### src/rtl/spi_burst_ctrl.sv
// Multi-byte SPI transaction sequencer: TX/RX byte FIFOs, slave-select setup/hold,
// one core start per byte. Define SPI_BURST_LSB_FIRST_EN for LSB-first wire order.

module spi_burst_fifo #(
   parameter int AW = 3
) (
   input  logic       clk,
   input  logic       reset,
   input  logic       push,
   input  logic [7:0] wdata,
   input  logic       pop,
   output logic [7:0] rdata,
   output logic       full,
   output logic       empty
);
   localparam int DEPTH = 1 << AW;

   logic [7:0]    mem [DEPTH];
   logic [AW-1:0] wptr, rptr;
   logic          do_push, do_pop;

   // full is checked before the pop, so a push into a full FIFO is dropped
   assign do_push = push && !full;
   assign do_pop  = pop && !empty;

   always_ff @(posedge clk or posedge reset) begin
      if (reset) begin
         wptr  <= '0;
         rptr  <= '0;
         full  <= 1'b0;
         empty <= 1'b1;
      end else begin
         if (do_push) wptr <= AW'(wptr + 1'b1);
         if (do_pop)  rptr <= AW'(rptr + 1'b1);
         if (do_push && !do_pop) begin
            empty <= 1'b0;
            full  <= (AW'(wptr + 1'b1) == rptr);
         end else if (do_pop && !do_push) begin
            full  <= 1'b0;
            empty <= (AW'(rptr + 1'b1) == wptr);
         end
      end
   end

   always_ff @(posedge clk) begin
      if (do_push) mem[wptr] <= wdata;
   end

   assign rdata = empty ? 8'h00 : mem[rptr];
endmodule

module spi_burst_ctrl #(
   parameter int FIFO_AW = 3,
   parameter int SS_DLY  = 4
) (
   input  logic       clk,
   input  logic       reset,
   input  logic       tx_wr,
   input  logic [7:0] tx_wdata,
   output logic       tx_full,
   input  logic       rx_rd,
   output logic [7:0] rx_rdata,
   output logic       rx_empty,
   input  logic       go,
   input  logic [7:0] len,
   output logic       busy,
   output logic       done_tick,
   output logic       ss_n,
   output logic [7:0] spi_din,
   output logic       spi_start,
   input  logic       spi_ready,
   input  logic       spi_done_tick,
   input  logic [7:0] spi_dout
);
   localparam int CW = $clog2(SS_DLY + 1);

   typedef enum logic [2:0] {IDLE, SETUP, LOAD, XFER, HOLD} state_t;

   state_t        state, state_n;
   logic [CW-1:0] cnt, cnt_n;
   logic [7:0]    rem, rem_n;
   logic          ss_n_n, start_n, done_n;
   logic [7:0]    din_n;
   logic          tx_pop, rx_push, tx_empty, rx_full;
   logic [7:0]    tx_head, tx_byte, rx_byte;

`ifdef SPI_BURST_LSB_FIRST_EN
   function automatic logic [7:0] rev8(input logic [7:0] b);
      logic [7:0] r;
      for (int i = 0; i < 8; i++) r[i] = b[7-i];
      return r;
   endfunction
   assign tx_byte = rev8(tx_head);
   assign rx_byte = rev8(spi_dout);
`else
   assign tx_byte = tx_head;
   assign rx_byte = spi_dout;
`endif

   spi_burst_fifo #(.AW(FIFO_AW)) u_tx (
      .clk(clk), .reset(reset), .push(tx_wr), .wdata(tx_wdata), .pop(tx_pop),
      .rdata(tx_head), .full(tx_full), .empty(tx_empty)
   );

   spi_burst_fifo #(.AW(FIFO_AW)) u_rx (
      .clk(clk), .reset(reset), .push(rx_push), .wdata(rx_byte), .pop(rx_rd),
      .rdata(rx_rdata), .full(rx_full), .empty(rx_empty)
   );

   always_ff @(posedge clk or posedge reset) begin
      if (reset) begin
         state     <= IDLE;
         cnt       <= '0;
         rem       <= '0;
         ss_n      <= 1'b1;
         spi_din   <= '0;
         spi_start <= 1'b0;
         done_tick <= 1'b0;
      end else begin
         state     <= state_n;
         cnt       <= cnt_n;
         rem       <= rem_n;
         ss_n      <= ss_n_n;
         spi_din   <= din_n;
         spi_start <= start_n;
         done_tick <= done_n;
      end
   end

   always_comb begin
      state_n = state;
      cnt_n   = cnt;
      rem_n   = rem;
      ss_n_n  = ss_n;
      din_n   = spi_din;
      start_n = 1'b0;
      done_n  = 1'b0;
      tx_pop  = 1'b0;
      rx_push = 1'b0;
      unique case (state)
         IDLE: begin
            if (go && len != 8'd0) begin
               rem_n   = len;
               cnt_n   = '0;
               ss_n_n  = 1'b0;
               state_n = SETUP;
            end
         end
         SETUP: begin
            if (cnt == CW'(SS_DLY - 1)) begin
               cnt_n   = '0;
               state_n = LOAD;
            end else begin
               cnt_n = CW'(cnt + 1'b1);
            end
         end
         LOAD: begin
            // a byte only starts with an RX slot free, so the RX push never overflows
            if (spi_ready && !tx_empty && !rx_full) begin
               din_n   = tx_byte;
               start_n = 1'b1;
               tx_pop  = 1'b1;
               state_n = XFER;
            end
         end
         XFER: begin
            if (spi_done_tick) begin
               rx_push = 1'b1;
               rem_n   = rem - 8'd1;
               state_n = (rem == 8'd1) ? HOLD : LOAD;
            end
         end
         HOLD: begin
            if (cnt == CW'(SS_DLY - 1)) begin
               cnt_n   = '0;
               ss_n_n  = 1'b1;
               done_n  = 1'b1;
               state_n = IDLE;
            end else begin
               cnt_n = CW'(cnt + 1'b1);
            end
         end
         default: state_n = IDLE;
      endcase
   end

   assign busy = (state != IDLE);
endmodule

### config.mk
export PLATFORM = sky130hd
export DESIGN_NAME = spi_burst_ctrl
export DESIGN_NICKNAME = d
export VERILOG_FILES = /design/src/rtl/spi_burst_ctrl.sv
export SDC_FILE = /design/constraint.sdc
export NUM_CORES = 1
export LEC_CHECK = 0
export BUFFER_PORTS_ARGS = -buffer_cell sky130_fd_sc_hd__buf_2
export CORE_ASPECT_RATIO = 1.5
export CORE_MARGIN = 1
export CORE_UTILIZATION = 55
export DETAILED_ROUTE_END_ITERATION = 8
export MAX_ROUTING_LAYER = met4
export PLACE_DENSITY = 0.74
export SYNTH_ARGS = -nofsm -noshare
export SYNTH_HDL_FRONTEND = slang
export SYNTH_HIERARCHICAL = 1
export SYNTH_SLANG_ARGS = --single-unit
### constraint.sdc
create_clock -name clk -period 2.79 [get_ports clk]
set_input_delay 0.4185 -clock clk [delete_from_list [all_inputs] [get_ports clk]]
set_output_delay 0.4185 -clock clk [all_outputs]
set_load 0.01 [all_outputs]
-- Yosys cells after proc, flatten, opt, wreduce, memory -nomap -nowiden
Memory sizes are Yosys's and may differ from the RTL's. A register that Yosys moved wholly into a read port is not among the register bits.
Index checks and enable logic that the tools add are counted.
- magnitude comparators: 0
- reduce and logical (&&, ||, !) cells: 33
- shift-type cells: 0
- bitwise gates (word level): 0
- div/mod/pow operators: 0
- equality and inequality tests: 15
- multipliers: 0
- $add $sub $neg: 6
- multiplexer cells: 35
- operators with widths (kind ; number):
    two-way mux 3 bit ; 8
    two-way mux 8 bit ; 3
    two-way mux 1 bit ; 20
    one-hot mux 8 bit (2 select lines) ; 1
    adder 3 x 1 -> 3 bit (second input constant) ; 5
    one-hot mux 3 bit (5 select lines) ; 1
    equality test 3 bit ; 4
    logical AND 1 bit ; 11
    inequality test 2 bit (second input constant) ; 5
    nonzero test 2 bit ; 5
    equality test 3 x 2 -> 1 bit (second input constant) ; 3
    equality test 8 x 1 -> 1 bit (second input constant) ; 1
    logical NOT 1 bit ; 8
    nonzero test 8 bit ; 1
    subtractor 8 x 1 -> 8 bit (second input constant) ; 1
    one-hot mux 3 bit (2 select lines) ; 1
    AND reduction 3 bit ; 2
    AND reduction 5 bit ; 1
    AND reduction 2 bit ; 2
    equality test 3 x 1 -> 1 bit (second input constant) ; 1
    equality test 3 bit (second input constant) ; 1
    logical NOT 3 bit ; 1
    nonzero test 3 bit ; 1
    one-hot mux 1 bit (2 select lines) ; 1
    OR reduction 2 bit ; 1
- RAM bits: 128
- output and inout bits: 22
- ROM bits: 0
- memories: 2
- word-level logic and storage cells: 105
- latch bits: 0
- flip-flop bits (word level): 33
- input port bits: 31
- memories (name ; depth ; width ; rd ports ; clocked after memory_dff ; write ports ; line ; text):
    u_rx.mem ; 8 ; 8 ; 1 ; 0 ; 1 ; 18 ; logic [7:0] mem [DEPTH];
    u_tx.mem ; 8 ; 8 ; 1 ; 1 ; 1 ; 18 ;

-- Longest topological paths before layout
Gate-level depths: netlist of the first run.
- word-level depth: 9
- gate-level depth with buffers: 9
- gate-level depth less buffers: 8

-- Hierarchy
Netlist of the first run, hierarchy kept.
- by module, submodules not included (module ; area an instance (um2) ; cells each ; times used):
    spi_burst_fifo (u_tx) ; 2962.8 ; 154 ; 1
    spi_burst_fifo (u_rx) ; 2952.8 ; 154 ; 1
    spi_burst_ctrl ; 1420.1 ; 142 ; 1

-- Worst setup path after synthesis of the first run
OpenSTA, ideal clock, no wires.
- path kind: reg2reg
- start: reg state[2]
- end: mem u_rx.mem[0][0] (enable)
- slack: 0.398 ns
- library setup time: 0.383 ns
- arrival: 2.009 ns
- stages on the path, launching flop included: 8
- cells stage by stage: dfrtp_1 > and3b_1 > clkbuf_1 > and2_1 > nor2b_1 > clkbuf_1 > nand2b_1 > nor3_1
- cells in the longest elaborated chain, start to end: 5
- ends and longest elaborated chain (element ; line ; text):
    from (decl) ; 79 ; state_t state, state_n;
    from (signal assigned) ; 120 ; state <= state_n;
    equality test 3 x 2 -> 1 bit ; 140 ; unique case (state)
    two-way mux 1 bit ; 140 ;
    via rx_push ; 84 ; logic tx_pop, rx_push, tx_empty, rx_full;
    logical AND 1 bit ; 23 ; assign do_push = push && !full;
    via u_rx.do_push ; 20 ; logic do_push, do_pop;
    two-way mux 1 bit ; 46 ; if (do_push) mem[wptr] <= wdata;
    two-way mux 1 bit (not written as such) ; 46 ;
    to (decl) ; 18 ;
The timed path passes the listed nets, and every way through them passes these cells.

-- Final worst setup path of the first run
- start: reg u_rx.rptr[1]
- end: out rx_rdata[6]
- cells in the longest elaborated chain, start to end: 2
- ends and longest elaborated chain (element ; line ; text):
    from (decl) ; 19 ; logic [AW-1:0] wptr, rptr;
    from (signal assigned) ; 34 ; if (do_pop) rptr <= AW'(rptr + 1'b1);
    memory read (8 x 8 bit) ; - ;
    two-way mux 8 bit ; 49 ; assign rdata = empty ? 8'h00 : mem[rptr];
    to (decl) ; 62 ; output logic [7:0] rx_rdata,
Every way passes these cells.

==> impl_summary.txt, run 1 <==
----------------------------------------------------
[Status]
  Status ... complete, no violations

[Finish]
  Layout cells sized above 1 ... 26.2%
  Layout filler cell count ... 943
  Multi-input logic area ... 2250 µm²
  # nets final ... 562
  Area growth from synthesis to layout ... 14.8%
  FF/Latch Area ... 4870 µm²
  Area of all placed cells without fillers ... 8420 µm²

[Global routing]
  GR Overflow Total ... 0
  Number of antenna violations at the first check in global routing ... 0
  Total Routing Usage GR ... 22.4%
  Global-route wire length before repair ... 21700 µm
  Number of global-route vias before repair ... 4147
  Pin count of the biggest net entering global routing ... 26

[Timing]
  Setup repair after global routing missed its margin ... no
  Least-Margin Pin Slew ... 1030 ps
  Worst Setup Slack, final ... 339 ps
  Count of final hold-check violations ... 0
  Clk_skew ... 14.1 ps
  Fmax ... 408 MHz
  Worst slack on hold paths ... 264 ps
  Worst slew margin relative to its limit ... 31.3%
  Pins over their slew limit ... 0
  Final period utilization ... 87.9%
  Post-layout min period ... 2450 ps
  Setup TNS after final layout ... 0 ps
  Final setup violation count ... 0

[Hold path]
  Hold EP ... u_tx/mem[6][3]
  Hold Crit Depth ... 1
  Hold Path Class ... in2reg
  Hold Startpoint ... tx_wdata[3]

[Synthesis]
  Leading area contributor after synthesis ... sky130_fd_sc_hd__edfxtp_1
  Post-synthesis sequential area ratio ... 66.4%
  Synthesized net count ... 490
  Post-Syn Area per Cell ... 16.3 µm²
  Number of distinct library cells after synthesis ... 50
  Syn. warnings ... 6
  Async set or reset register ratio after synthesis ... 24.3%
  Leading post-synthesis cells by cell area ... sky130_fd_sc_hd__edfxtp_1, sky130_fd_sc_hd__dfrtp_1, sky130_fd_sc_hd__mux4_1, sky130_fd_sc_hd__mux4_2, sky130_fd_sc_hd__mux2i_1
  Cell area after synthesis ... 7340 µm²
  Synth Register Bits ... 169
  Synthesized netlist cell count ... 450
  Count of flip-flops with a built-in enable after synthesis ... 128
  Top flip-flop cell by instance count after synthesis ... sky130_fd_sc_hd__edfxtp_1
  Post-synth top area share ... 52.4%

[CTS]
  CTS sink count ... 169
  CTS H-tree lvls ... 4
  Number of instances resized during post-cts repair ... 0
  Clock insertion delay at the later pin of the skew report ... 420 ps
  TritonCTS clock tree ... done
  Root buffer selected by CTS ... sky130_fd_sc_hd__clkbuf_16
  Number of buffers inserted during clock tree synthesis ... 17
  Number of buffers inserted by post-CTS setup repair ... 0
  Clock transition at the register clock pins on the worst setup and hold paths after CTS ... 70 ps
  Maximum count of clock buffers along a single path ... 2

[Setup path]
  Endpoint of the most critical register-to-register path ... u_rx/full
  Largest fanout of any net on the critical path ... 19
  Worst r2r path cells ... 5
  Crit start category ... register
  WS Path Type ... reg2out
  Arrival time at the worst endpoint ... 2030 ps
  Endpoint required time on the critical path ... 2370 ps
  Critical register-to-register path startpoint ... state[2]
  Setup slack of the worst register-to-register path ... 540 ps
  Kind of end point of the critical path ... output port

[Routing]
  Number of DRC violations after detailed routing ... 0
  Final antenna-violating net count ... 0
  Post-detailed-route via-to-cell ratio ... 5.84
  Number of optimization iterations in the first detailed-route pass ... 4
  Wire length per cell ... 19.4 µm
  Vias after detailed routing ... 4056
  First-iteration detailed-routing DRC count ... 290
  Final routed wirelength across all metal layers ... 13500 µm

[Power and ir drop]
  Power per unit of standard cell area ... 1050 nW/µm²
  P_leak ... 3.19 nW
  VDD IR-drop max ... 0.664 mV
  Overall power of the completed layout ... 8.82 mW

[Place]
  I/O Buffers ... 52
  Worst setup slack before clock tree synthesis ... 551 ps
  Placed instance area ... 7810 µm²
  Sum of net half-perimeters after detailed placement ... 9170 µm
  Routability-driven placement congestion ratio ... 0.898

[Floorplan]
  Horiz. Die Dim ... 96.3 µm
  Row cnt ... 51
  Boundary pin count ... 53
  Die Area ... 13800 µm²
  Initial Utilization ... 56.4%
  Die extent in y ... 143 µm
  Placeable core region ... 13000 µm²

[Job]
  Max Cap Violations ... 0

----------------------------------------------------
-- layout make-up --
cell class / count / share of cell area, %
tap: 159 / 2.36
timing repair buffer: 77 / 5.35
inverter: 11 / 0.490
multi-input combinational: 246 / 26.8
sequential: 169 / 57.9
antenna: 1 / 0.0297
clock buffer: 17 / 5.05
clock inverter: 15 / 2.07
-- layer usage --
metal / vias up / global-route usage, % / part of all wire (%)
met3: 16 / 4.92 / 3.5
met2: 95 / 39.1 / 55
met5: - / - / 0
met1: 2060 / 25.9 / 40
met4: 0 / 6.27 / 1.4
li1: 1885 / - / -
-- timing repair --
action                     in CTS  in global routing
hold buffers                    1                  0
setup endpoints to repair       0                  0
hold endpoints to repair       14                  0
-- per-stage QoR --
stage	std cells	util [%]
after detailed placement	661	60.0
after global placement	661	60.0
after global routing	694	64.7
after floorplan	450	-
final	695	64.7
after CTS	694	64.7
-- worst max-delay path: stages (launching register included) --
cell and delay [ps]:
sky130_fd_sc_hd__dfrtp_1 320, sky130_fd_sc_hd__buf_4 320, sky130_fd_sc_hd__mux4_1 640, sky130_fd_sc_hd__mux2i_1 150, sky130_fd_sc_hd__nor2_1 50, sky130_fd_sc_hd__buf_2 140
-- worst max path at each step --
| stage | slack, ps | cells after the start | start | to |
|---|---|---|---|---|
| floorplan | 400 | 7 | state[2] | u_rx/mem[0][0] |
| global placement | 620 | 5 | len[2] | rem[1] |
| detailed placement | 550 | 5 | state[2] | u_rx/full |
| CTS | 310 | 5 | u_rx/rptr[1] | rx_rdata[6] |
| global route | 190 | 5 | u_rx/rptr[1] | rx_rdata[7] |
| finish | 340 | 5 | u_rx/rptr[1] | rx_rdata[6] |
-- state kept, by name, indices dropped and copies added, names as in the netlist --
register	flops
u_rx/wptr	3
ss_n	1
cnt	3
u_tx/rptr	3
u_rx/rptr	3
rem	8
u_rx/empty	1
spi_din	8
done_tick	1
u_rx/mem	64
u_tx/wptr	3
u_rx/full	1
spi_start	1
u_tx/mem	64
u_tx/full	1
state	3
u_tx/empty	1
-- report_power, final --
group | total (mW) | internal [mW] | switching [mW] | leakage [nW]
Combinational | 2.86 | 1.40 | 1.46 | 1.24
Sequential | 3.67 | 3.21 | 0.464 | 1.66
Clock | 2.29 | 1.21 | 1.08 | 0.290
-- logic make-up after synthesis --
| logic type | count (synthesis) | share of synthesized area [%] |
|---|---|---|
| mux | 61 | 14.9 |
| compound gates | 41 | 4.01 |
| xor+xnor | 21 | 2.51 |
| simple gates | 114 | 7.74 |
| buf+inv | 35 | 2.83 |
| flops | 169 | 66.4 |
| fa+ha+maj | 9 | 1.54 |
-- placed cells by master (no fill, tap or decap), drive strengths merged, types with 3 or more instances in the layout --
master / n
nand2b: 10
o41ai: 4
dfrtp: 38
nor2b: 7
xor2: 8
mux2: 11
ha: 9
dfstp: 3
mux4: 32
nand3: 7
nor2: 39
inv: 17
mux2i: 18
nor3: 8
or4: 4
o21ai: 11
buf: 76
a21oi: 6
xnor2: 13
clkbuf: 17
o2bb2ai: 6
nand2: 26
a32o: 3
edfxtp: 128
clkinv: 8
nor4: 3
-- synth_stat cells (2+ instances only) --
cell type	count
sky130_fd_sc_hd__a21oi_1	6
sky130_fd_sc_hd__a32o_1	3
sky130_fd_sc_hd__a32oi_1	2
sky130_fd_sc_hd__and2_1	2
sky130_fd_sc_hd__and3_1	2
sky130_fd_sc_hd__buf_12	2
sky130_fd_sc_hd__buf_2	5
sky130_fd_sc_hd__buf_4	4
sky130_fd_sc_hd__buf_6	3
sky130_fd_sc_hd__clkbuf_1	10
sky130_fd_sc_hd__dfrtp_1	38
sky130_fd_sc_hd__dfstp_2	3
sky130_fd_sc_hd__edfxtp_1	128
sky130_fd_sc_hd__ha_1	9
sky130_fd_sc_hd__inv_1	11
sky130_fd_sc_hd__mux2_2	10
sky130_fd_sc_hd__mux2i_1	18
sky130_fd_sc_hd__mux4_1	18
sky130_fd_sc_hd__mux4_2	14
sky130_fd_sc_hd__nand2_1	25
sky130_fd_sc_hd__nand2b_1	10
sky130_fd_sc_hd__nand3_1	7
sky130_fd_sc_hd__nor2_1	39
sky130_fd_sc_hd__nor2b_1	7
sky130_fd_sc_hd__nor3_1	8
sky130_fd_sc_hd__nor4_1	3
sky130_fd_sc_hd__o211ai_1	2
sky130_fd_sc_hd__o21ai_0	10
sky130_fd_sc_hd__o2bb2ai_1	6
sky130_fd_sc_hd__o41ai_1	4
sky130_fd_sc_hd__or4_1	2
sky130_fd_sc_hd__or4_4	2
sky130_fd_sc_hd__xnor2_1	13
sky130_fd_sc_hd__xor2_1	8
Note: power is estimated with default switching activity, not from simulation.
==> inputs of run 2 (changes only) <==
- CTS_CLUSTER_SIZE: unset -> 12
- clock period: 2.79 -> 3.1 ns (I/O delays scaled with it)
==> impl_summary.txt, run 2 (synthesized netlist as in run 1, its figures left out) <==
----------------------------------------------------
[Status]
  Status ... complete, no violations

[Timing]
  Fmax ... 389 MHz
  Setup repair after global routing missed its margin ... no
  Worst Setup Slack, final ... 528 ps (+189 ps)
  Worst slew margin relative to its limit ... 35.1% (+3.8 points)
  Setup TNS after final layout ... 0 ps (unchanged)
  Final period utilization ... 83.0%
  Pins over their slew limit ... 0 (unchanged)
  Post-layout min period ... 2570 ps
  Final setup violation count ... 0 (unchanged)
  Least-Margin Pin Slew ... 972 ps (-56.5 ps)
  Clk_skew ... 10.4 ps (-3.69 ps)
  Count of final hold-check violations ... 0 (unchanged)

[Finish]
  Layout cells sized above 1 ... 25.8% (-0.37 points)
  Most frequent standard cell in the layout excluding fill and tap cells ... sky130_fd_sc_hd__edfxtp_1
  Antenna Diode Count ... 0 (-1)
  FF/Latch Area ... 4870 µm² (unchanged)
  # nets final ... 558 (-0.71%)
  Final cell count without fillers ... 690 (-0.72%)
  Multi-input logic area ... 2250 µm² (unchanged)
  Area growth from synthesis to layout ... 14.6%
  Registers with the highest flip-flop counts ... u_rx/mem: 64 flops, u_tx/mem: 64 flops
  Commonest cells after routing, fill and taps aside ... sky130_fd_sc_hd__edfxtp_1, sky130_fd_sc_hd__buf_2, sky130_fd_sc_hd__nor2_1, sky130_fd_sc_hd__dfrtp_1, sky130_fd_sc_hd__nand2_1
  Layout filler cell count ... 941 (-0.21%)

[Global routing]
  GR Overflow Total ... 0 (unchanged)
  Number of antenna violations at the first check in global routing ... 0 (unchanged)
  Pin count of the biggest net entering global routing ... 26 (unchanged)
  Total Routing Usage GR ... 22.4% (about the same)
  Global-route wire length before repair ... 21500 µm (-0.82%)
  Number of global-route vias before repair ... 4186 (+0.94%)

[Place]
  Number of placed instances, taps included ... 658 (-0.45%)
  Routability-driven placement congestion ratio ... 0.844 (-6.0%)
  Sum of net half-perimeters after detailed placement ... 9280 µm (+1.2%)
  Worst setup slack before clock tree synthesis ... 587 ps (+35.8 ps)
  I/O Buffers ... 52 (unchanged)

[CTS]
  Clock insertion delay at the later pin of the skew report ... 420 ps (about the same)
  Maximum count of clock buffers along a single path ... 2 (unchanged)
  Root buffer selected by CTS ... sky130_fd_sc_hd__clkbuf_16
  Cts-stage hold buffer count ... 0 (-1)
  CTS sink count ... 169 (unchanged)
  TritonCTS clock tree ... done
  Number of instances resized during post-cts repair ... 0 (unchanged)
  Clock transition at the register clock pins on the worst setup and hold paths after CTS ... 70 ps (about the same)
  CTS H-tree lvls ... 4 (unchanged)
  Number of buffers inserted during clock tree synthesis ... 17 (unchanged)
  Number of buffers inserted by post-CTS setup repair ... 0 (unchanged)

[Setup path]
  Endpoint required time on the critical path ... 3230 ps (+860 ps)
  Kind of end point of the critical path ... register
  Largest fanout of any net on the critical path ... 16 (-3)
  WS Path Type ... reg2reg
  Crit start category ... register
  Arrival time at the worst endpoint ... 2700 ps (+670 ps)

[Routing]
  Post-detailed-route via-to-cell ratio ... 5.88 (+0.72%)
  Vias after detailed routing ... 4056 (unchanged)
  Final routed wirelength across all metal layers ... 13400 µm (-0.70%)
  Number of optimization iterations in the first detailed-route pass ... 7 (+3)
  Number of DRC violations after detailed routing ... 0 (unchanged)
  Final antenna-violating net count ... 0 (unchanged)
  Wire length per cell ... 19.4 µm (about the same)
  First-iteration detailed-routing DRC count ... 236 (-19%)

[Power and ir drop]
  VDD IR-drop max ... 0.780 mV (+17%)
  Power per unit of standard cell area ... 945 nW/µm² (-9.7%)
  P_leak ... 3.17 nW (-0.42%)
  Overall power of the completed layout ... 7.95 mW (-9.9%)

[Floorplan]
  Die extent in y ... 143 µm (unchanged)
  Initial Utilization ... 56.4% (unchanged)
  Row cnt ... 51 (unchanged)
  Boundary pin count ... 53 (unchanged)
  Placeable core region ... 13000 µm² (unchanged)
  Horiz. Die Dim ... 96.3 µm (unchanged)
  Die Area ... 13800 µm² (unchanged)

[Hold path]
  Hold Path Class ... in2async

[Job]
  Max Cap Violations ... 0 (unchanged)

----------------------------------------------------
-- run 2: changes by cell type in the layout (fill, tap and decap cells not counted), sizes merged --
| cell | previous run | this run |
|---|---|---|
| buf | 76 | 73 |
| diode | 1 | 0 |
| dlygate4sd3 | 1 | 0 |
-- run 2: per-layer routing --
layer / GRT usage, % / share of wire, % / routed length [µm] / vias up
met1: 24.5 / 38 / 5120 / 2033
li1: - / - / - / 1878
met5: - / 0 / 0 / -
met2: 38.8 / 56 / 7450 / 119
met4: 7.59 / 2.1 / 281 / 0
met3: 6.30 / 4.2 / 567 / 26
-- run 2: critical path, cell delays in order (launching register included) --
cell and delay [ps]:
sky130_fd_sc_hd__dfrtp_1 670, sky130_fd_sc_hd__and3b_1 400, sky130_fd_sc_hd__and2_1 170, sky130_fd_sc_hd__nor2b_1 430, sky130_fd_sc_hd__nand2_1 210, sky130_fd_sc_hd__nor3_1 200, sky130_fd_sc_hd__buf_4 200
-- run 2: final timing paths --
kind,startpoint,to,slack (ps),cells after the start
max in group asynchronous,reset,spi_din[0],2200,2
worst max register to register,state[0],u_rx/mem[1][3],530,6
worst max-delay path,state[0],u_rx/mem[1][3],530,6
worst min register to register,ss_n,ss_n,500,2
worst min-delay path,reset,u_rx/wptr[1],20,2
min in group clk,tx_wdata[0],u_tx/mem[1][0],300,1
-- run 2: layout make-up --
class                           count  share of cell area [%]
Clock buffer                       17                    5.06
Clock inverter                     15                    2.29
Inverter                           11                   0.491
Multi-Input combinational cell    246                    26.8
Sequential cell                   169                    58.0
Tap cell                          159                    2.37
Timing Repair Buffer               73                    4.97
-- run 2: report_power, final --
group	total (mW)	switching [mW]	internal, mW
clock	2.11	1.00	1.10
sequential	3.34	0.457	2.89
combinational	2.49	1.26	1.24
-- run 2: through the flow --
| stage | util (%) | hold WS, ps | instance area (µm²) |
|---|---|---|---|
| 3_5_place_dp | 59.8 | 470 | 7790 |
| 3_3_place_gp | 59.8 | 457 | 7790 |
| 2_1_floorplan | - | 280 | 7340 |
| 6_report | 64.6 | 24.4 | 8400 |
| 5_1_grt | 64.6 | 22.5 | 8400 |
| 4_1_cts | 64.6 | 15.0 | 8400 |
==> inputs of run 3 (changes only) <==
- clock period: 3.1 -> 2.6 ns (I/O delays scaled with it)
==> impl_summary.txt, run 3 (synthesized netlist as in run 1, its figures left out) <==
----------------------------------------------------
[Timing]
  Fmax ... 425 MHz
  Final setup violation count ... 0 (unchanged)
  Setup TNS after final layout ... 0 ps (unchanged)
  Worst slack on hold paths ... 230 ps (+206 ps)
  Final period utilization ... 90.5%
  Count of final hold-check violations ... 0 (unchanged)
  Post-layout min period ... 2350 ps
  Least-Margin Pin Slew ... 699 ps (-274 ps)
  Clk_skew ... 8.77 ps (-1.62 ps)
  Pins over their slew limit ... 0 (unchanged)
  Setup repair after global routing missed its margin ... no
  Worst slew margin relative to its limit ... 53.4% (+18 points)
  Worst Setup Slack, final ... 248 ps (-280 ps)

[Setup path]
  Buf/Inv on CP ... 2 (+1)
  Arrival time at the worst endpoint ... 1960 ps (-740 ps)
  CP max stage delay ... 600 ps (-70 ps)
  Endpoint required time on the critical path ... 2210 ps (-1020 ps)
  WS Path Type ... reg2out
  Crit start category ... register
  Worst path depth ... 5 (-1)
  Cell type group with the largest total delay on the critical path ... flip-flops
  Setup slack of the worst register-to-register path ... 300 ps (-230 ps)
  Critical Path Slowest Stage Cell ... sky130_fd_sc_hd__dfrtp_1
  List of cells traversed by the critical path ... buf_4 > mux4_2 > mux2i_1 > nor2_1 > buf_2
  Worst r2r path cells ... 7 (+1)
  Kind of end point of the critical path ... output port
  Largest fanout of any net on the critical path ... 10 (-6)

[Global routing]
  Total Routing Usage GR ... 22.9% (+0.51 points)
  Pin count of the biggest net entering global routing ... 20 (-23%)
  Global-route wire length before repair ... 22000 µm (+2.1%)
  Number of antenna violations at the first check in global routing ... 1 (+1)
  Number of global-route vias before repair ... 4230 (+1.1%)
  GR Overflow Total ... 0 (unchanged)

[Finish]
  Final cell count without fillers ... 702 (+1.7%)
  Final Util ... 64.8% (+0.22 points)
  Commonest cells after routing, fill and taps aside ... sky130_fd_sc_hd__edfxtp_1, sky130_fd_sc_hd__buf_2, sky130_fd_sc_hd__nor2_1, sky130_fd_sc_hd__dfrtp_1, sky130_fd_sc_hd__buf_4
  Registers with the highest flip-flop counts ... u_rx/mem: 64 flops, u_tx/mem: 64 flops
  Layout cells sized above 1 ... 26.8% (+0.95 points)
  Area of all placed cells without fillers ... 8430 µm² (+0.34%)
  Most frequent standard cell in the layout excluding fill and tap cells ... sky130_fd_sc_hd__edfxtp_1
  # nets final ... 569 (+2.0%)
  Area growth from synthesis to layout ... 15.0%

[Power and ir drop]
  VDD IR-drop max ... 0.620 mV (-20%)
  P_leak ... 3.21 nW (+1.1%)
  Power per unit of standard cell area ... 1120 nW/µm² (+18%)
  Overall power of the completed layout ... 9.41 mW (+18%)

[Floorplan]
  Die extent in y ... 143 µm (unchanged)
  Boundary pin count ... 53 (unchanged)
  Die Area ... 13800 µm² (unchanged)
  Initial Utilization ... 56.4% (unchanged)
  Placeable core region ... 13000 µm² (unchanged)
  Row cnt ... 51 (unchanged)
  Horiz. Die Dim ... 96.3 µm (unchanged)

[Routing]
  Vias after detailed routing ... 4054 (-0.049%)
  Number of optimization iterations in the first detailed-route pass ... 4 (-3)
  Number of DRC violations after detailed routing ... 0 (unchanged)
  Final routed wirelength across all metal layers ... 13900 µm (+3.6%)
  Post-detailed-route via-to-cell ratio ... 5.77 (-1.8%)
  First-iteration detailed-routing DRC count ... 201 (-15%)
  Final antenna-violating net count ... 0 (unchanged)
  Wire length per cell ... 19.8 µm (+1.8%)

[CTS]
  TritonCTS clock tree ... done
  Number of instances resized during post-cts repair ... 0 (unchanged)
  CTS H-tree lvls ... 4 (unchanged)
  CTS sink count ... 169 (unchanged)
  Clock insertion delay at the later pin of the skew report ... 420 ps (about the same)
  Number of buffers inserted during clock tree synthesis ... 17 (unchanged)
  Clock transition at the register clock pins on the worst setup and hold paths after CTS ... 60 ps (about the same)
  Cts-stage hold buffer count ... 1 (+1)
  Root buffer selected by CTS ... sky130_fd_sc_hd__clkbuf_16
  Number of buffers inserted by post-CTS setup repair ... 0 (unchanged)
  Maximum count of clock buffers along a single path ... 2 (unchanged)

[Place]
  Number of placed instances, taps included ... 668 (+1.5%)
  Routability-driven placement congestion ratio ... 0.840 (-0.46%)
  Sum of net half-perimeters after detailed placement ... 9910 µm (+6.8%)
  Placed instance area ... 7860 µm² (+0.96%)
  I/O Buffers ... 52 (unchanged)
  Worst setup slack before clock tree synthesis ... 344 ps (-243 ps)

[Hold path]
  Hold Path Class ... in2reg
  Hold Crit Depth ... 1

[Status]
  Status ... complete, no violations

[Job]
  Max Cap Violations ... 0 (unchanged)

----------------------------------------------------
-- run 3: cell type report --
type	instances	area, µm²
repair buffers	84	503
diodes	1	2.50
multi-input cells	246	2250
flip-flops and latches	169	4870
clock buffers	17	425
fillers	954	4580
clock inverters	15	134
inverters	11	41.3
well taps	159	199
-- run 3: report_power, final --
part | switching (mW) | leakage, nW | internal (mW)
Clock | 1.08 | 0.274 | 1.26
Sequential | 0.475 | 1.66 | 3.45
Combinational | 1.62 | 1.28 | 1.53
-- run 3: final timing paths --
| kind | to | from |
|---|---|---|
| worst max-delay path | rx_rdata[0] | u_rx/rptr[2] |
| worst min-delay path | u_tx/mem[6][6] | tx_wdata[6] |
| worst max register to register | u_rx/mem[0][1] | state[0] |
| worst min register to register | ss_n | ss_n |
| max in group asynchronous | ss_n | reset |
| min in group asynchronous | spi_din[1] | reset |
-- run 3: per-layer routing --
layer	part of all wire, %	GRT usage, %
met1	39	24.9
met2	57	41.3
met3	3.1	4.92
met4	1.3	6.89
met5	0	-
